$ cat config.mk
export PLATFORM = sky130hd
export DESIGN_NAME = branch_predict_btb
export DESIGN_NICKNAME = d
export VERILOG_FILES = /design/src/rtl/btb_pkg.sv /design/src/rtl/btb_sat_counter.sv /design/src/rtl/branch_predict_btb.sv
export SDC_FILE = /design/constraint.sdc
export NUM_CORES = 2
export LEC_CHECK = 0
export CAP_MARGIN = 10
export CORE_MARGIN = 5
export CORE_UTILIZATION = 45
export CTS_BUF_LIST = sky130_fd_sc_hd__clkbuf_4 sky130_fd_sc_hd__clkbuf_8
export DETAILED_ROUTE_END_ITERATION = 8
export PLACE_DENSITY_LB_ADDON = 0.08
export SLEW_MARGIN = 20
export SYNTH_ARGS = -nofsm -noshare
export SYNTH_HDL_FRONTEND = slang
export SYNTH_SLANG_ARGS = --single-unit
$ cat constraint.sdc
create_clock -name CLK -period 8.3 [get_ports CLK]
set_clock_uncertainty 0.2 [all_clocks]
set_input_delay 2.075 -clock CLK [delete_from_list [all_inputs] [get_ports CLK]]
set_output_delay 2.075 -clock CLK [all_outputs]
set_load 0.03 [all_outputs]
$ cat src/rtl/btb_pkg.sv
// btb_pkg: shared helpers for the branch target buffer.
//   btb_clog2    - ceiling log2 used to size the index field
//   btb_idx_w    - index width for a given table depth
//   btb_tag_w    - tag width left after the word offset and index bits
//   btb_cnt_*    - saturating direction counter constants (max, weakly
//                  taken, weakly not taken) for a given counter width
package btb_pkg;

  function automatic int btb_clog2(input int value);
    int r;
    r = 0;
    while ((1 << r) < value) begin
      r = r + 1;
    end
    return r;
  endfunction

  function automatic int btb_idx_w(input int entries);
    return btb_clog2(entries);
  endfunction

  // Two low PC bits are the byte offset within a word and carry no information.
  function automatic int btb_tag_w(input int addr_w, input int entries);
    return addr_w - 2 - btb_idx_w(entries);
  endfunction

  function automatic int btb_cnt_max(input int cnt_w);
    return (1 << cnt_w) - 1;
  endfunction

  function automatic int btb_cnt_weak_t(input int cnt_w);
    return 1 << (cnt_w - 1);
  endfunction

  function automatic int btb_cnt_weak_nt(input int cnt_w);
    return (1 << (cnt_w - 1)) - 1;
  endfunction

endpackage

$ cat src/rtl/btb_sat_counter.sv
// btb_sat_counter: next value of a CNT_W-bit saturating up/down counter.
//   cnt_i  - current counter value
//   inc_i  - 1: count up (saturate at max), 0: count down (saturate at 0)
//   cnt_o  - next counter value
module btb_sat_counter
  import btb_pkg::*;
#(
  parameter int CNT_W = 2
) (
  input  logic [CNT_W-1:0] cnt_i,
  input  logic             inc_i,
  output logic [CNT_W-1:0] cnt_o
);

  localparam logic [CNT_W-1:0] CNT_MAX = CNT_W'(btb_cnt_max(CNT_W));

  always_comb begin
    cnt_o = cnt_i;
    if (inc_i) begin
      if (cnt_i != CNT_MAX) cnt_o = cnt_i + CNT_W'(1);
    end else begin
      if (cnt_i != '0) cnt_o = cnt_i - CNT_W'(1);
    end
  end

endmodule

$ cat src/rtl/branch_predict_btb.sv
// branch_predict_btb: direct-mapped branch target buffer for the IF stage.
//   CLK, RESET          - clock, synchronous active-high reset
//   IF_PC               - fetch PC; IF_Hit / IF_Predict_Taken / IF_Next_PC
//                         are combinational functions of it and the table
//   Update_*            - resolved branch from ID, written at the clock edge
//   Flush_All           - clears every valid bit at the next edge
//   Stat_Updates        - count of Update_Valid cycles (wraps)
//   Stat_Mispredicts    - count of updates with Taken != Predicted (wraps)
module branch_predict_btb
  import btb_pkg::*;
#(
  parameter int ENTRIES = 16,
  parameter int ADDR_W  = 32,
  parameter int CNT_W   = 2,
  parameter int STAT_W  = 16
) (
  input  logic              CLK,
  input  logic              RESET,
  input  logic [ADDR_W-1:0] IF_PC,
  output logic              IF_Hit,
  output logic              IF_Predict_Taken,
  output logic [ADDR_W-1:0] IF_Next_PC,
  input  logic              Update_Valid,
  input  logic [ADDR_W-1:0] Update_PC,
  input  logic              Update_Taken,
  input  logic              Update_Predicted,
  input  logic [ADDR_W-1:0] Update_Target,
  input  logic              Flush_All,
  output logic [STAT_W-1:0] Stat_Updates,
  output logic [STAT_W-1:0] Stat_Mispredicts
);

  localparam int IDX_W = btb_idx_w(ENTRIES);
  localparam int TAG_W = btb_tag_w(ADDR_W, ENTRIES);

  localparam logic [CNT_W-1:0] CNT_WEAK_T  = CNT_W'(btb_cnt_weak_t(CNT_W));
  localparam logic [CNT_W-1:0] CNT_WEAK_NT = CNT_W'(btb_cnt_weak_nt(CNT_W));

  typedef struct packed {
    logic              valid;
    logic [TAG_W-1:0]  tag;
    logic [ADDR_W-1:0] target;
    logic [CNT_W-1:0]  cnt;
  } btb_entry_t;

  localparam btb_entry_t RESET_ENTRY = '{
    valid:  1'b0,
    tag:    '0,
    target: '0,
    cnt:    CNT_WEAK_NT
  };

  btb_entry_t table_q [ENTRIES];
  btb_entry_t table_d [ENTRIES];

  logic [STAT_W-1:0] stat_upd_q, stat_upd_d;
  logic [STAT_W-1:0] stat_mis_q, stat_mis_d;

  // Byte-offset bits never take part in indexing or tag compare.
  logic [3:0] unused_pc_bits;
  assign unused_pc_bits = {IF_PC[1:0], Update_PC[1:0]};

  // ---------------- Lookup ----------------
  logic [IDX_W-1:0] if_idx;
  logic [TAG_W-1:0] if_tag;

  assign if_idx = IF_PC[IDX_W+1:2];
  assign if_tag = IF_PC[ADDR_W-1:IDX_W+2];

  // Reads table_q only: an update to the same index this cycle is not
  // visible until the following cycle.
  assign IF_Hit           = table_q[if_idx].valid && (table_q[if_idx].tag == if_tag);
  assign IF_Predict_Taken = IF_Hit && table_q[if_idx].cnt[CNT_W-1];
  assign IF_Next_PC       = IF_Predict_Taken ? table_q[if_idx].target
                                             : IF_PC + ADDR_W'(4);

  // ---------------- Update ----------------
  logic [IDX_W-1:0] upd_idx;
  logic [TAG_W-1:0] upd_tag;
  logic             upd_hit;
  logic [CNT_W-1:0] upd_cnt_next;

  assign upd_idx = Update_PC[IDX_W+1:2];
  assign upd_tag = Update_PC[ADDR_W-1:IDX_W+2];
  assign upd_hit = table_q[upd_idx].valid && (table_q[upd_idx].tag == upd_tag);

  btb_sat_counter #(
    .CNT_W (CNT_W)
  ) u_sat_counter (
    .cnt_i (table_q[upd_idx].cnt),
    .inc_i (Update_Taken),
    .cnt_o (upd_cnt_next)
  );

  always_comb begin
    table_d = table_q;
    if (Flush_All) begin
      // Flush wins over a same-cycle update; counters and targets survive.
      for (int i = 0; i < ENTRIES; i++) begin
        table_d[i].valid = 1'b0;
      end
    end else if (Update_Valid) begin
      if (upd_hit) begin
        table_d[upd_idx].cnt = upd_cnt_next;
        if (Update_Taken) table_d[upd_idx].target = Update_Target;
      end else if (Update_Taken) begin
        // Allocate or replace the aliasing entry, starting weakly taken.
        table_d[upd_idx] = '{
          valid:  1'b1,
          tag:    upd_tag,
          target: Update_Target,
          cnt:    CNT_WEAK_T
        };
      end
    end
  end

  // Statistics count every presented update, even one discarded by a flush.
  always_comb begin
    stat_upd_d = stat_upd_q;
    stat_mis_d = stat_mis_q;
    if (Update_Valid) begin
      stat_upd_d = stat_upd_q + STAT_W'(1);
      if (Update_Taken != Update_Predicted) stat_mis_d = stat_mis_q + STAT_W'(1);
    end
  end

  genvar gi;
  generate
    for (gi = 0; gi < ENTRIES; gi++) begin : g_entry
      always_ff @(posedge CLK) begin
        if (RESET) table_q[gi] <= RESET_ENTRY;
        else       table_q[gi] <= table_d[gi];
      end
    end
  endgenerate

  always_ff @(posedge CLK) begin
    if (RESET) begin
      stat_upd_q <= '0;
      stat_mis_q <= '0;
    end else begin
      stat_upd_q <= stat_upd_d;
      stat_mis_q <= stat_mis_d;
    end
  end

  assign Stat_Updates     = stat_upd_q;
  assign Stat_Mispredicts = stat_mis_q;

endmodule

==> flow_metrics.env <==
export IMPL_mostFrequentLayoutCells="1074 x nand2_1, 1008 x dfxtp_1, 961 x a21oi_1, 450 x nand3_1, 358 x mux4_2"
export IMPL_wl_per_cell_um=27.72
export IMPL_fillers=10370
export IMPL_cellLeakagePower_nw=18.28
export IMPL_setup_viol=0
export IMPL_yosys_area_top_type="dfxtp_1"
export IMPL_endpoint_kind="output pin"
export IMPL_synth_nets=5769
export IMPL_cts_clk_slew_worst_paths_ns=0.06
export IMPL_cts_tree="built"
export IMPL_synth_area_leaders="dfxtp_1 40%, mux4_2 16%, a21oi_1 9.6%"
export IMPL_finalSetupTns_ns=0
export IMPL_finalWorstSetupSlack_ns=0.1057
export IMPL_htreeDepth=4
export IMPL_crit_buf_inv=7
export IMPL_startpoint_type="primary input"
export IMPL_clockBufferDepth=3
export IMPL_status="complete, no violations"
export IMPL_path_class="in -> out"
export IMPL_slowest_stage="mux4_2"
export IMPL_die_height_um=343.4
export IMPL_final_max_slew_viol_count=0
export IMPL_syn_to_final_growth_pct=11.70
export IMPL_first_iter_violations=6166
export IMPL_slew_limit_headroom=0.1454
export IMPL_place_congestion=0.8473
export IMPL_fin_cells=7123
export IMPL_post_route_util=0.5054
export IMPL_peakVddDrop_mv=0.1355
export IMPL_grt_use_total=0.3243
export IMPL_final_nets=5593
export IMPL_grt_antenna_before_repair=20
export IMPL_whs_ns=0.2503
export IMPL_synth_seq_cells=1008
export IMPL_syn_area_per_cell_um2=8.829
export IMPL_cts_sinks=1008
export IMPL_dieArea_um2=117900
export IMPL_layout_drive_gt1_share=0.1693
export IMPL_placed_area_um2=51980
export IMPL_grt_pass1_wl_mm=287.6
export IMPL_rows=122
export IMPL_rsz0062_at_grt="no"
export IMPL_grt_max_degree=233
export IMPL_final_common_cell="nand2_1"
export IMPL_insertion_delay_ns=0.89
export IMPL_cp_data_arrival_time_ns=5.92
export IMPL_die_x_um=343.4
export IMPL_cts_buffers=177
export IMPL_finalCritPeriodShare=0.9873
export IMPL_wl_mm=197.5
export IMPL_syn_inst=5664
export IMPL_max_slew_worst_pin_slew_ns=1.282
export IMPL_dp_cells=6797
export IMPL_drc=0
export IMPL_yosysSeqAreaShare=0.4035
export IMPL_ys_warn_count=0
export IMPL_ys_types=67
export IMPL_post_route_min_period_ns=8.194
export IMPL_finalPower_mw=10.63
export IMPL_io_pin_count=168
export IMPL_grt_overflow=0
export IMPL_synth_main_ff_cell="dfxtp_1"
export IMPL_hold_viol=0
export IMPL_critPathRequiredTime_ns=6.03
export IMPL_syn_area_um2=50010
export IMPL_num_vias=44880
export IMPL_final_area_um2=55860
export IMPL_first_pass_iters=6
export IMPL_coreArea_um2=110500
export IMPL_crit_fanout=18
export IMPL_ant_nets=0
export IMPL_ys_async_sr_fraction=0
export IMPL_place_ws_ns=-0.2687
export IMPL_path_cells="clkbuf_8, buf_4, buf_4, mux4_2, nor2b_1, a211oi_1, a21oi_1, xor2_1, nor4_4, buf_4, and4_2, buf_12, buf_4, mux2_2, buf_4"
export IMPL_synth_edf_count=0
export IMPL_dp_hpwl_mm=109.5
export IMPL_power_density_nw_per_um2=190.3
export IMPL_critical_path_max_stage_delay_ns=0.51
export IMPL_regArea_um2=20180
export IMPL_root_buffer="clkbuf_8"
export IMPL_initial_core_util=0.4525
export IMPL_fmax_mhz=122.0
export IMPL_cp_common_cell="buf_4"
export IMPL_synth_top_area_share=0.4035
export IMPL_hp_class="reg -> reg"
export IMPL_grt_pass1_vias=42030
export IMPL_multi_input_area_um2=26930
export IMPL_vias_per_cell=6.300
export IMPL_drv_cap=0
export IMPL_critPathTopFamily="buffers and inverters"
export IMPL_portBuffers=165
-- flip-flops by register name, summed over array words and instances (netlist names) --
signal	cells
Stat_Updates	16
table_q	976
Stat_Mispredicts	16
-- per-layer routing --
| metal | up-vias | GRT usage | wire length, um | share of wire |
|---|---|---|---|---|
| met4 | 12 | 0.1080 | 6661 | 0.034 |
| met2 | 2358 | 0.4921 | 88000 | 0.45 |
| met3 | 423 | 0.07875 | 20000 | 0.10 |
| met1 | 22320 | 0.4565 | 82510 | 0.42 |
| met5 | - | 0 | 287 | 0.0015 |
| li1 | 19760 | - | - | - |
-- cell families (layout without fill, tap and decap cells) --
logic type,Yosys count,in the layout,share of synthesized area
and+or+nand+nor,1788,1788,0.1533
AOI/OAI and AO/OA,1533,1533,0.1611
DFF,1008,1008,0.4035
buffers and inverters,680,638,0.06283
muxes,537,537,0.1983
xor gates and xnor gates,114,114,0.01997
adders and majority gates,4,4,0.0009509
other,0,13,0
-- where the power goes --
group          total, mW  switching (mW)  internal [mW]
logic              0.795           0.538          0.257
registers           4.88          0.0144           4.86
clock network       4.96            2.17           2.79
-- Yosys cell counts (11+ instances only) --
cell type	number
buf_4	18
inv_1	22
clkbuf_1	435
a31oi_1	25
mux2_2	51
o21ai_1	99
buf_1	86
and3_1	17
a22oi_1	23
nand2_1	1090
dfxtp_1	1008
a21oi_1	963
buf_2	38
nand3_1	450
o22ai_1	11
buf_6	60
mux4_2	358
mux2i_1	128
nand4_1	18
nand2b_1	14
o21ai_0	330
nor3_1	18
xnor2_1	72
nor2b_1	39
nor2_1	101
a211oi_1	25
clkbuf_2	19
xor2_1	42
-- worst reg2reg max path, cell delays in order (launching register included) --
cell and delay [ns]:
dfxtp_1 0.33, mux4_2 0.45, mux2i_1 0.40, or3_1 0.26, o2111ai_1 0.12, or4_1 0.45, or4_4 0.56, or3_4 0.42
buf_12 0.28, nand3_1 0.71, a21oi_1 0.10
-- final cells by class --
class	instances	area share
diodes	13	0.0005824
clock buffers	289	0.06438
clock inverters	24	0.003830
inverters	24	0.001613
multi-input cells	3976	0.4821
flip-flops and latches	1008	0.3613
well taps	1488	0.03333
repair buffers	301	0.05291
-- repair_timing --
action	CTS	global route
gates resized for setup	4	3
setup buffers	0	0
setup endpoints to repair	31	22
hold buffers	0	0
pin swaps	1	1
-- path summary, 6_finish.rpt --
path                         end    startpoint  depth (start not counted)  slack [ns]
setup / recovery  IF_Next_PC[17]      IF_PC[4]                         15        0.11
hold / removal      table_q[877]  table_q[877]                          2        0.25
setup reg to reg    table_q[785]  table_q[171]                         10        3.90
hold reg to reg     table_q[877]  table_q[877]                          2        0.25
Power figures use the tool's default switching activity.
